File: config.mk
export PLATFORM = sky130hd
export DESIGN_NAME = systolic_seq_ctrl_flat
export DESIGN_NICKNAME = d
export VERILOG_FILES = /design/src/rtl/systolic_seq_ctrl_pkg.sv /design/src/rtl/systolic_seq_ctrl_if.sv /design/src/rtl/systolic_seq_ctrl_skew_row_mux.sv /design/src/rtl/systolic_seq_ctrl.sv /design/src/flat_wrapper.sv
export SDC_FILE = /design/constraint.sdc
export NUM_CORES = 2
export LEC_CHECK = 0
export CORE_MARGIN = 2
export CORE_UTILIZATION = 60
export CTS_CLUSTER_DIAMETER = 200
export DETAILED_ROUTE_END_ITERATION = 10
export DONT_BUFFER_PORTS = 1
export GPL_TIMING_DRIVEN = 0
export HOLD_SLACK_MARGIN = 0.06
export PLACE_DENSITY = 0.74
export SLEW_MARGIN = 10
export SYNTH_ARGS = -nofsm -noshare
export SYNTH_HDL_FRONTEND = slang
export SYNTH_SLANG_ARGS = --single-unit
File: constraint.sdc
create_clock -name clk -period 12.15 [get_ports clk]
set_clock_uncertainty 0.15 [all_clocks]
set_input_delay 2.43 -clock clk [delete_from_list [all_inputs] [get_ports clk]]
set_output_delay 2.43 -clock clk [all_outputs]
set_load 0.02 [all_outputs]
File: src/rtl/systolic_seq_ctrl_pkg.sv
// Shared definitions for the 4x4 systolic array sequencer.
// Contents: array dimension, default feed/drain cycle counts, counter and
// index widths, matrix-select constants, and the controller state encoding.
package systolic_seq_ctrl_pkg;

    localparam int N             = 4;
    localparam int IDX_W         = $clog2(N);
    localparam int FEED_CYC_DEF  = 2 * N - 1;
    localparam int DRAIN_CYC_DEF = N - 1;
    localparam int CNT_W         = 4;

    localparam logic SEL_A = 1'b0;
    localparam logic SEL_B = 1'b1;

    typedef enum logic [2:0] {
        IDLE  = 3'd0,
        CLEAR = 3'd1,
        FEED  = 3'd2,
        DRAIN = 3'd3,
        DONE  = 3'd4
    } state_t;

endpackage

File: src/rtl/systolic_seq_ctrl_if.sv
// Bus between host/load logic, the sequencer and the array edges.
// Host side (master): wr_en, wr_sel, wr_row, wr_col, wr_data, start.
// Sequencer side (slave): wr_err, busy, done, arr_clr, west0..3, north0..3.
interface systolic_seq_ctrl_if
    import systolic_seq_ctrl_pkg::*;
#(
    parameter int DW = 32
);
    logic             wr_en;
    logic             wr_sel;
    logic [IDX_W-1:0] wr_row;
    logic [IDX_W-1:0] wr_col;
    logic [DW-1:0]    wr_data;
    logic             wr_err;
    logic             start;
    logic             busy;
    logic             done;
    logic             arr_clr;
    logic [DW-1:0]    west0, west1, west2, west3;
    logic [DW-1:0]    north0, north1, north2, north3;

    modport master (
        output wr_en, wr_sel, wr_row, wr_col, wr_data, start,
        input  wr_err, busy, done, arr_clr,
        input  west0, west1, west2, west3,
        input  north0, north1, north2, north3
    );

    modport slave (
        input  wr_en, wr_sel, wr_row, wr_col, wr_data, start,
        output wr_err, busy, done, arr_clr,
        output west0, west1, west2, west3,
        output north0, north1, north2, north3
    );

endinterface

File: src/rtl/systolic_seq_ctrl_skew_row_mux.sv
// Skew selector for one array edge.
// Picks element (cnt - EDGE) of a buffered row/column when that index lies in
// 0..N-1 and feeding is enabled; otherwise outputs zero padding.
// Ports: en (feeding), cnt (feed cycle), line (N buffered elements), elem.
module skew_row_mux
    import systolic_seq_ctrl_pkg::*;
#(
    parameter int DW   = 32,
    parameter int EDGE = 0
) (
    input  logic                 en,
    input  logic [CNT_W-1:0]     cnt,
    input  logic [N-1:0][DW-1:0] line,
    output logic [DW-1:0]        elem
);

    logic [CNT_W-1:0] k;

    assign k = cnt - CNT_W'(EDGE);

    always_comb begin
        elem = '0;
        if (en && (cnt >= CNT_W'(EDGE)) && (k < CNT_W'(N))) begin
            elem = line[k[IDX_W-1:0]];
        end
    end

endmodule

File: src/rtl/systolic_seq_ctrl.sv
// Sequencer for the 4x4 output-stationary systolic MAC array.
// Buffers A and B through the write port, then runs CLEAR -> FEED -> DRAIN ->
// DONE, streaming skewed, zero-padded operands onto the array edges.
// Ports: clk, rst_n (async, active low), bus (slave side of
// systolic_seq_ctrl_if: write port, start/busy/done, arr_clr, edge operands).
module systolic_seq_ctrl
    import systolic_seq_ctrl_pkg::*;
#(
    parameter int DW        = 32,
    parameter int FEED_CYC  = FEED_CYC_DEF,
    parameter int DRAIN_CYC = DRAIN_CYC_DEF
) (
    input  logic                 clk,
    input  logic                 rst_n,
    systolic_seq_ctrl_if.slave   bus
);

    state_t                        state, state_next;
    logic [CNT_W-1:0]              cnt, cnt_next;
    logic                          feed_next;
    logic                          wr_err_q;
    logic [N-1:0][N-1:0][DW-1:0]   a_buf, b_buf;
    logic [N-1:0][N-1:0][DW-1:0]   b_col;
    logic [N-1:0][DW-1:0]          west_d, north_d, west_q, north_q;

    always_ff @(posedge clk or negedge rst_n) begin
        if (!rst_n) begin
            state <= IDLE;
            cnt   <= '0;
        end else begin
            state <= state_next;
            cnt   <= cnt_next;
        end
    end

    always_comb begin
        state_next = state;
        cnt_next   = cnt;
        case (state)
            IDLE: begin
                cnt_next = '0;
                if (bus.start) state_next = CLEAR;
            end
            CLEAR: begin
                state_next = FEED;
                cnt_next   = '0;
            end
            FEED: begin
                if (cnt == CNT_W'(FEED_CYC - 1)) begin
                    state_next = DRAIN;
                    cnt_next   = '0;
                end else begin
                    cnt_next = cnt + 1'b1;
                end
            end
            DRAIN: begin
                if (cnt == CNT_W'(DRAIN_CYC - 1)) begin
                    state_next = DONE;
                    cnt_next   = '0;
                end else begin
                    cnt_next = cnt + 1'b1;
                end
            end
            DONE: begin
                state_next = IDLE;
                cnt_next   = '0;
            end
            default: begin
                state_next = IDLE;
                cnt_next   = '0;
            end
        endcase
    end

    // Operands are registered, so the muxes look one cycle ahead at the
    // next state/count; the value then sits on the port during that cycle.
    assign feed_next = (state_next == FEED);

    // Writes land only while idle; this includes the cycle an accepted start
    // is sampled, so that write is seen by the job it launches.
    always_ff @(posedge clk or negedge rst_n) begin
        if (!rst_n) begin
            a_buf    <= '0;
            b_buf    <= '0;
            wr_err_q <= 1'b0;
        end else begin
            wr_err_q <= bus.wr_en && (state != IDLE);
            if (bus.wr_en && (state == IDLE)) begin
                if (bus.wr_sel == SEL_B) begin
                    b_buf[bus.wr_row][bus.wr_col] <= bus.wr_data;
                end else begin
                    a_buf[bus.wr_row][bus.wr_col] <= bus.wr_data;
                end
            end
        end
    end

    for (genvar g = 0; g < N; g++) begin : g_edge
        for (genvar r = 0; r < N; r++) begin : g_col
            assign b_col[g][r] = b_buf[r][g];
        end

        skew_row_mux #(.DW(DW), .EDGE(g)) u_west (
            .en   (feed_next),
            .cnt  (cnt_next),
            .line (a_buf[g]),
            .elem (west_d[g])
        );

        skew_row_mux #(.DW(DW), .EDGE(g)) u_north (
            .en   (feed_next),
            .cnt  (cnt_next),
            .line (b_col[g]),
            .elem (north_d[g])
        );
    end

    always_ff @(posedge clk or negedge rst_n) begin
        if (!rst_n) begin
            west_q  <= '0;
            north_q <= '0;
        end else begin
            west_q  <= west_d;
            north_q <= north_d;
        end
    end

    assign bus.busy    = (state != IDLE);
    assign bus.done    = (state == DONE);
    assign bus.arr_clr = (state == CLEAR);
    assign bus.wr_err  = wr_err_q;

    assign bus.west0  = west_q[0];
    assign bus.west1  = west_q[1];
    assign bus.west2  = west_q[2];
    assign bus.west3  = west_q[3];
    assign bus.north0 = north_q[0];
    assign bus.north1 = north_q[1];
    assign bus.north2 = north_q[2];
    assign bus.north3 = north_q[3];

endmodule

File: src/flat_wrapper.sv
// flat-port wrapper written by rule: the top's interface ports become plain ports
module systolic_seq_ctrl_flat import systolic_seq_ctrl_pkg::*;
#(
    parameter int DW        = 32,
    parameter int FEED_CYC  = FEED_CYC_DEF,
    parameter int DRAIN_CYC = DRAIN_CYC_DEF
)
  (clk, rst_n, bus_wr_en, bus_wr_sel, bus_wr_row, bus_wr_col, bus_wr_data, bus_start, bus_wr_err, bus_busy, bus_done, bus_arr_clr, bus_west0, bus_west1, bus_west2, bus_west3, bus_north0, bus_north1, bus_north2, bus_north3);
  systolic_seq_ctrl_if #(.DW(DW)) bus_i ();
  input  logic clk;
  input  logic rst_n;
  input wire logic [$bits(bus_i.wr_en)-1:0] bus_wr_en;
  input wire logic [$bits(bus_i.wr_sel)-1:0] bus_wr_sel;
  input wire logic [$bits(bus_i.wr_row)-1:0] bus_wr_row;
  input wire logic [$bits(bus_i.wr_col)-1:0] bus_wr_col;
  input wire logic [$bits(bus_i.wr_data)-1:0] bus_wr_data;
  input wire logic [$bits(bus_i.start)-1:0] bus_start;
  output wire logic [$bits(bus_i.wr_err)-1:0] bus_wr_err;
  output wire logic [$bits(bus_i.busy)-1:0] bus_busy;
  output wire logic [$bits(bus_i.done)-1:0] bus_done;
  output wire logic [$bits(bus_i.arr_clr)-1:0] bus_arr_clr;
  output wire logic [$bits(bus_i.west0)-1:0] bus_west0;
  output wire logic [$bits(bus_i.west1)-1:0] bus_west1;
  output wire logic [$bits(bus_i.west2)-1:0] bus_west2;
  output wire logic [$bits(bus_i.west3)-1:0] bus_west3;
  output wire logic [$bits(bus_i.north0)-1:0] bus_north0;
  output wire logic [$bits(bus_i.north1)-1:0] bus_north1;
  output wire logic [$bits(bus_i.north2)-1:0] bus_north2;
  output wire logic [$bits(bus_i.north3)-1:0] bus_north3;
  assign bus_i.wr_en = bus_wr_en;
  assign bus_i.wr_sel = bus_wr_sel;
  assign bus_i.wr_row = bus_wr_row;
  assign bus_i.wr_col = bus_wr_col;
  assign bus_i.wr_data = bus_wr_data;
  assign bus_i.start = bus_start;
  assign bus_wr_err = bus_i.wr_err;
  assign bus_busy = bus_i.busy;
  assign bus_done = bus_i.done;
  assign bus_arr_clr = bus_i.arr_clr;
  assign bus_west0 = bus_i.west0;
  assign bus_west1 = bus_i.west1;
  assign bus_west2 = bus_i.west2;
  assign bus_west3 = bus_i.west3;
  assign bus_north0 = bus_i.north0;
  assign bus_north1 = bus_i.north1;
  assign bus_north2 = bus_i.north2;
  assign bus_north3 = bus_i.north3;
  systolic_seq_ctrl #(.DW(DW), .FEED_CYC(FEED_CYC), .DRAIN_CYC(DRAIN_CYC)) u_core (.clk(clk), .rst_n(rst_n), .bus(bus_i));
endmodule
[After elaboration in Yosys (flattened, before gate mapping)]
Index checks and enable logic that the tools add are counted.
Operators by class
  add/sub/neg operators: 4
  order comparisons: 16
  equality and inequality tests: 7
  muxes and demuxes: 37
  bitwise logic cells: 1
  reduce and logical (&&, ||, !) cells: 16
Operators by type and width (number)
  $bwmux W512: 2
  $mux W32: 17
  $bmux W32 S2: 8
  $demux W128 S2: 1
  $mux W128: 1
  $demux W32 S2: 1
  $lt A2 B3 Y1 const B: 6
  $lt A4 B3 Y1 const B: 4
  $logic_and A1 B1 Y1: 12
  $pmux W3 S4: 1
  $eq A3 B2 Y1 const B: 3
  $mux W3: 3
  $ge A4 B1 Y1 const B: 2
  $ge A4 B2 Y1 const B: 2
  $mux W4: 2
  $pmux W4 S2: 1
  $sub A4 B2 Y4 const B: 2
  $add A4 B1 Y4 const B: 1
  $eq A4 B2 Y1 const B: 1
  $eq A4 B3 Y1 const B: 1
  $ge A2 B1 Y1 const B: 2
  $reduce_and A2 Y1: 2
  $sub A4 B1 Y4 const B: 1
  $eq A3 B1 Y1 const B: 1
  4 further kinds: 4
Word-level totals
  register bits: 1288
  bits of input ports: 41

[Depth between registers and ports, before layout]
  word-level depth: 7
  gate-level depth with buffers: 17

[Modules after synthesis]
Synthesis repeated with hierarchy kept, for this count alone.
Second synthesis, totals
  cell total of the unflattened synthesis: 3470
  area, all modules: 54866.4 um^2
Modules (own cells, without submodules)
  systolic_seq_ctrl: times used 1, cells each 2600, area each 45363.5 um^2, seq. area each 32230.9 um^2
  skew_row_mux at u_core.g_edge[3].u_north ...: times used 2, cells each 118, area each 1356.3 um^2, seq. area each 0.0 um^2
  skew_row_mux at u_core.g_edge[2].u_north ...: times used 2, cells each 84, area each 1073.5 um^2, seq. area each 0.0 um^2
  skew_row_mux at u_core.g_edge[0].u_north ...: times used 2, cells each 113, area each 968.4 um^2, seq. area each 0.0 um^2
  skew_row_mux at u_core.g_edge[1].u_west: times used 1, cells each 120, area each 1353.8 um^2, seq. area each 0.0 um^2
  skew_row_mux at u_core.g_edge[1].u_north: times used 1, cells each 120, area each 1352.5 um^2, seq. area each 0.0 um^2

[Worst setup path before layout]
Ideal clock, no wire load.
  path type: flip-flop to flip-flop
  from: reg u_core.cnt[0]
  to: reg u_core.west_q (netlist bit u_core.bus.west3[0])
  library setup time: 0.132 ns
  data arrival time: 4.151 ns
  required time: 11.868 ns
  slack: 7.717 ns
  stages on the path, launching flop included: 16
  path buffers: 8
  period minus slack after synthesis: 4.433 ns
  cell sequence: dfrtp_1 -> buf_2 -> buf_1 -> inv_1 -> clkbuf_1 -> ha_1 -> nor2b_1 -> a211oi_2 -> clkbuf_1 -> buf_1 -> ha_1 -> buf_2 -> buf_2 -> clkbuf_1 -> mux4_2 -> nor2b_1
On the way
  cells in the longest elaborated chain, start to end: 7
  elaborated cells between the ends (all ways): 18
  those cells by class: add/sub: 2; order compare: 2; eq/ne: 3; mux: 9; reduce/logical: 2
Ends and longest elaborated chain
  start, declared: line systolic_seq_ctrl.sv:19  | logic [CNT_W-1:0] cnt, cnt_next;
  start signal, assigned: line systolic_seq_ctrl.sv:32  | cnt <= cnt_next;
  $add A4 B1 Y4 (tied with other cells): line systolic_seq_ctrl.sv:53, systolic_seq_ctrl.sv:61
  $mux W4, on equally long branches: line systolic_seq_ctrl.sv:57, systolic_seq_ctrl.sv:49
  $pmux W4 S2 *: line systolic_seq_ctrl.sv:39  | case (state)
  via u_core.cnt_next[0]: line systolic_seq_ctrl.sv:19
  $sub A4 B2 Y4 or $ge A4 B2 Y1 (tied branches): line systolic_seq_ctrl_skew_row_mux.sv:19, systolic_seq_ctrl_skew_row_mux.sv:23
  $lt A4 B3 Y1 (tied with other cells): line systolic_seq_ctrl_skew_row_mux.sv:23  | if (en && (cnt >= CNT_W'(EDGE)) && (k < CNT_W'(N))) begin
  $logic_and A1 B1 Y1 or $mux W32 (tied branches): line systolic_seq_ctrl_skew_row_mux.sv:23, systolic_seq_ctrl_skew_row_mux.sv:24
  $mux W32 *: line systolic_seq_ctrl_skew_row_mux.sv:23
  via u_core.g_edge[3].u_west.elem[0]: line systolic_seq_ctrl_skew_row_mux.sv:14  | output logic [DW-1:0] elem
  end signal, assigned: line systolic_seq_ctrl.sv:123  | west_q <= west_d;
  end, declared: line systolic_seq_ctrl.sv:24  | logic [N-1:0][DW-1:0] west_d, north_d, west_q, north_q;
The timed path passes the listed nets; every way through them passes the cells marked *. The select of a mux whose other input is x is not followed.
A chain may end at the register's enable or synchronous reset.

[Worst setup path in the final report]
  from: reg u_core.cnt[0]
  to: reg u_core.west_q (netlist bit u_core.bus.west1[0])
On the way
  cells in the longest elaborated chain, start to end: 7
  elaborated cells between the ends (all ways): 18
  those cells by class: add/sub: 2; order compare: 2; eq/ne: 3; mux: 9; reduce/logical: 2
Ends and longest elaborated chain (line)
  $add A4 B1 Y4 (tied with other cells): systolic_seq_ctrl.sv:53, systolic_seq_ctrl.sv:61
  $mux W4, on equally long branches: systolic_seq_ctrl.sv:57, systolic_seq_ctrl.sv:49
  $pmux W4 S2 *: systolic_seq_ctrl.sv:39
  via u_core.cnt_next[0]: systolic_seq_ctrl.sv:19
  $sub A4 B1 Y4 or $ge A4 B1 Y1 (tied branches): systolic_seq_ctrl_skew_row_mux.sv:19, systolic_seq_ctrl_skew_row_mux.sv:23
  $lt A4 B3 Y1 (tied with other cells): systolic_seq_ctrl_skew_row_mux.sv:23
  $logic_and A1 B1 Y1 or $mux W32 (tied branches): systolic_seq_ctrl_skew_row_mux.sv:23, systolic_seq_ctrl_skew_row_mux.sv:24
  $mux W32 *: systolic_seq_ctrl_skew_row_mux.sv:23
  via u_core.g_edge[1].u_west.elem[0]: systolic_seq_ctrl_skew_row_mux.sv:14
Marked as above.

==> flow_summary.toml <==
[timing]
min_period_over_period_pct = 65.9
timing.fmax_mhz = 125
rsz0062_at_grt = "false"
fin_setup_tns_ps = 0
fin_crit_ps = 8010
hold_viol = 0
slew_viol_final = 0
max_slew_margin_pct = 4.42
worst_pin_slew_ps = 1420
setup-violations-final = 0

[floorplanning]
ioPinCount = 301
initial_core_util_pct = 60.6
coreArea_um2 = 88500
die_h_um = 303
die_area_um2 = 91900
row_count = 109
die_w_um = 303

[logic_synthesis]
synth-async-reset-ratio_pct = 100
synthCells = 3611
synth_edf_count = 0
synth_common_cells = "1288 x dfrtp_1, 1099 x mux2_2, 193 x a211oi_1"
synth.most_common_cell = "dfrtp_1"
synth_area_leader_cell = "dfrtp_1"
synth_area_um2 = 53700
yosys_register_bits = 1288
synth_nets = 3659
avgSynthCellArea_um2 = 14.9
synth.top_cell.area_share_pct = 60.1
synthFlopType = "dfrtp_1"
yosys_warnings = 0
ys_seq_area_share_pct = 60.1
synth.distinct_cells = 52
yosys-top-cells-area = "dfrtp_1 60%, mux2_2 23%, a211oi_1 2.7%"

[finish]
area_delta_synth_final_pct = 11.5
final_cells = 5021
insertedDiodeCount = 0
final_nets = 3801
final_layout_size_suffix_gt1_share_pct = 39.4

[power]
power.leakage_nw = 28.9
ir_drop_uv = 230
power_mw = 15.3
powerDensity_nw_per_um2 = 256

[clock_network]
cts_buffer_depth = 3
post_cts_buffers = 0
cts.reportedPaths.clkPinSlew_ps = 60
cts_max_level = 4
holdBufCountCts = 0
cts_tree = "done"
cts_root_buf = "clkbuf_16"
cts_inserted_buffers = 132
insertion_delay_ps = 750
cts_sinks = 1288
cts_resized = 0

[routing]
vias_per_cell = 6.42
drt_iter0_drc = 3046
wl_per_cell_um = 29.3
ant_nets = 0
vias = 32200
route.detailed.drc = 0
firstDrtPassIters = 7
wl_mm = 147

[critical_path]
end_kind = "register"
cp-start-kind = "register"
path_buf_inv = 10
crit_type = "reg -> reg"
crit_required_ps = 12550
cp_cell_sequence = "buf_2, buf_1, inv_1, clkbuf_1, ha_1, nor2b_1, a211oi_2, clkbuf_1, buf_1, ha_1, buf_2, buf_2, buf_2, buf_1, mux2i_1, a211oi_1"
worstPathMaxFanout = 11
critPathTopFamily = "buffers and inverters"
cp_common_cell = "buf_2"
arrival_ps = 8410
crit_slowest_cell = "buf_1"
cp_slowest_stage_delay_ps = 890

[place]
dp.cells = 4777
portBuffers = 0
hpwl_mm = 100
place_congestion = 0.897

[flow_run]
cap_violations = 0

[global_route]
grt_start_max_net_pins = 1289
first_global_vias = 33600
grt_pass1_wl_mm = 219
gr-total-overflow = 0
antenna_found_initial = 7
grt_usage_pct = 32.6

[status]
status = "complete, no violations"

[worst_hold_path]
min_path_type = "reg -> reg"
layout make-up:
cell class,count,area (um^2)
tap,1165,1460
multi-input combinational,1974,19900
fill,6214,28700
sequential,1288,32200
timing repair buffer,8,208
clock buffer,200,4020
inverter,6,22.5
clock inverter,37,467
buffer,343,1530
routing by layer:
metal / up-vias / GRT usage, % / wire, um
met2: 1225 / 50.5 / 68700
met3: 327 / 7.36 / 11600
li1: 13500 / - / -
met5: - / 0 / 0
met4: 0 / 15.2 / 6990
met1: 17100 / 44.3 / 59700
worst reg2reg max path, delay by kind of cell, from the launching register on:
family	cells	cell delay, ps
AO/OA/AOI/OAI	2	1460
adder cells (fa/ha/maj)	2	570
buffers and inverters	10	4880
flip-flops	1	360
multiplexers	1	190
AND/OR/NAND/NOR	1	200
logic make-up (layout without fill, tap and decap cells):
group,after synthesis,count (layout),share of synthesized area [%]
xor gates and xnor gates,5,5,0.0816
muxes,1280,1280,28.0
buffers and inverters,349,594,2.89
and+or+nand+nor,276,276,3.07
adders and majority gates,7,7,0.163
DFF,1288,1288,60.1
AOI/OAI and AO/OA,406,406,5.70
cells in the final DEF (no fill, tap or decap), types with 8 or more instances in the layout:
cell type and count:
a211oi_1 193, a222oi_1 64, buf_1 37, buf_2 90, buf_4 16, buf_6 9, bufinv_16 8, clkbuf_1 219
clkbuf_16 139, clkbuf_8 31, clkinv_2 19, dfrtp_1 1288, mux2_1 53, mux2_2 1099, mux2i_1 64, mux4_2 64
nand2_1 18, nand3_1 8, nor2_1 74, nor2b_1 136, nor3_4 10, o22ai_1 128
report_power, final:
part | switching, mW | internal, mW
logic | 3.57 | 1.85
clock network | 1.68 | 2.46
registers | 0.658 | 5.09
path summary, 6_finish.rpt:
| path | startpoint | end | slack, ps | cells past startpoint |
|---|---|---|---|---|
| worst min register to register | u_core.a_buf[102] | u_core.a_buf[102] | 330 | 1 |
| worst max-delay path | u_core.cnt[0] | u_core.bus.west1[0] | 4140 | 16 |
| worst min-delay path | u_core.a_buf[102] | u_core.a_buf[102] | 330 | 1 |
| min in group asynchronous | rst_n | u_core.bus.west3[27] | 1240 | 0 |
| max in group asynchronous | rst_n | u_core.a_buf[166] | 7940 | 3 |
| worst max register to register | u_core.cnt[0] | u_core.bus.west1[0] | 4140 | 16 |
per-stage QoR:
step	hold slack (ps)	utilization (%)	instance area, um^2	worst slack [ps]
floorplan	302	-	53700	7720
global placement	315	62.3	55100	4530
detailed placement	325	62.3	55200	4480
CTS	334	67.4	59700	4440
global route	348	67.6	59800	3990
finish	333	67.6	59800	4140
sequential cells by signal, summed over array words and instances, names as in the netlist:
| name | cells |
|---|---|
| u_core.bus.west1 | 32 |
| u_core.bus.wr_err | 1 |
| u_core.bus.west0 | 32 |
| u_core.state | 3 |
| u_core.bus.north0 | 32 |
| u_core.bus.north1 | 32 |
| u_core.a_buf | 512 |
| u_core.bus.west2 | 32 |
| u_core.bus.west3 | 32 |
| u_core.cnt | 4 |
| u_core.b_buf | 512 |
| u_core.bus.north2 | 32 |
| u_core.bus.north3 | 32 |
Power figures use the tool's default switching activity.
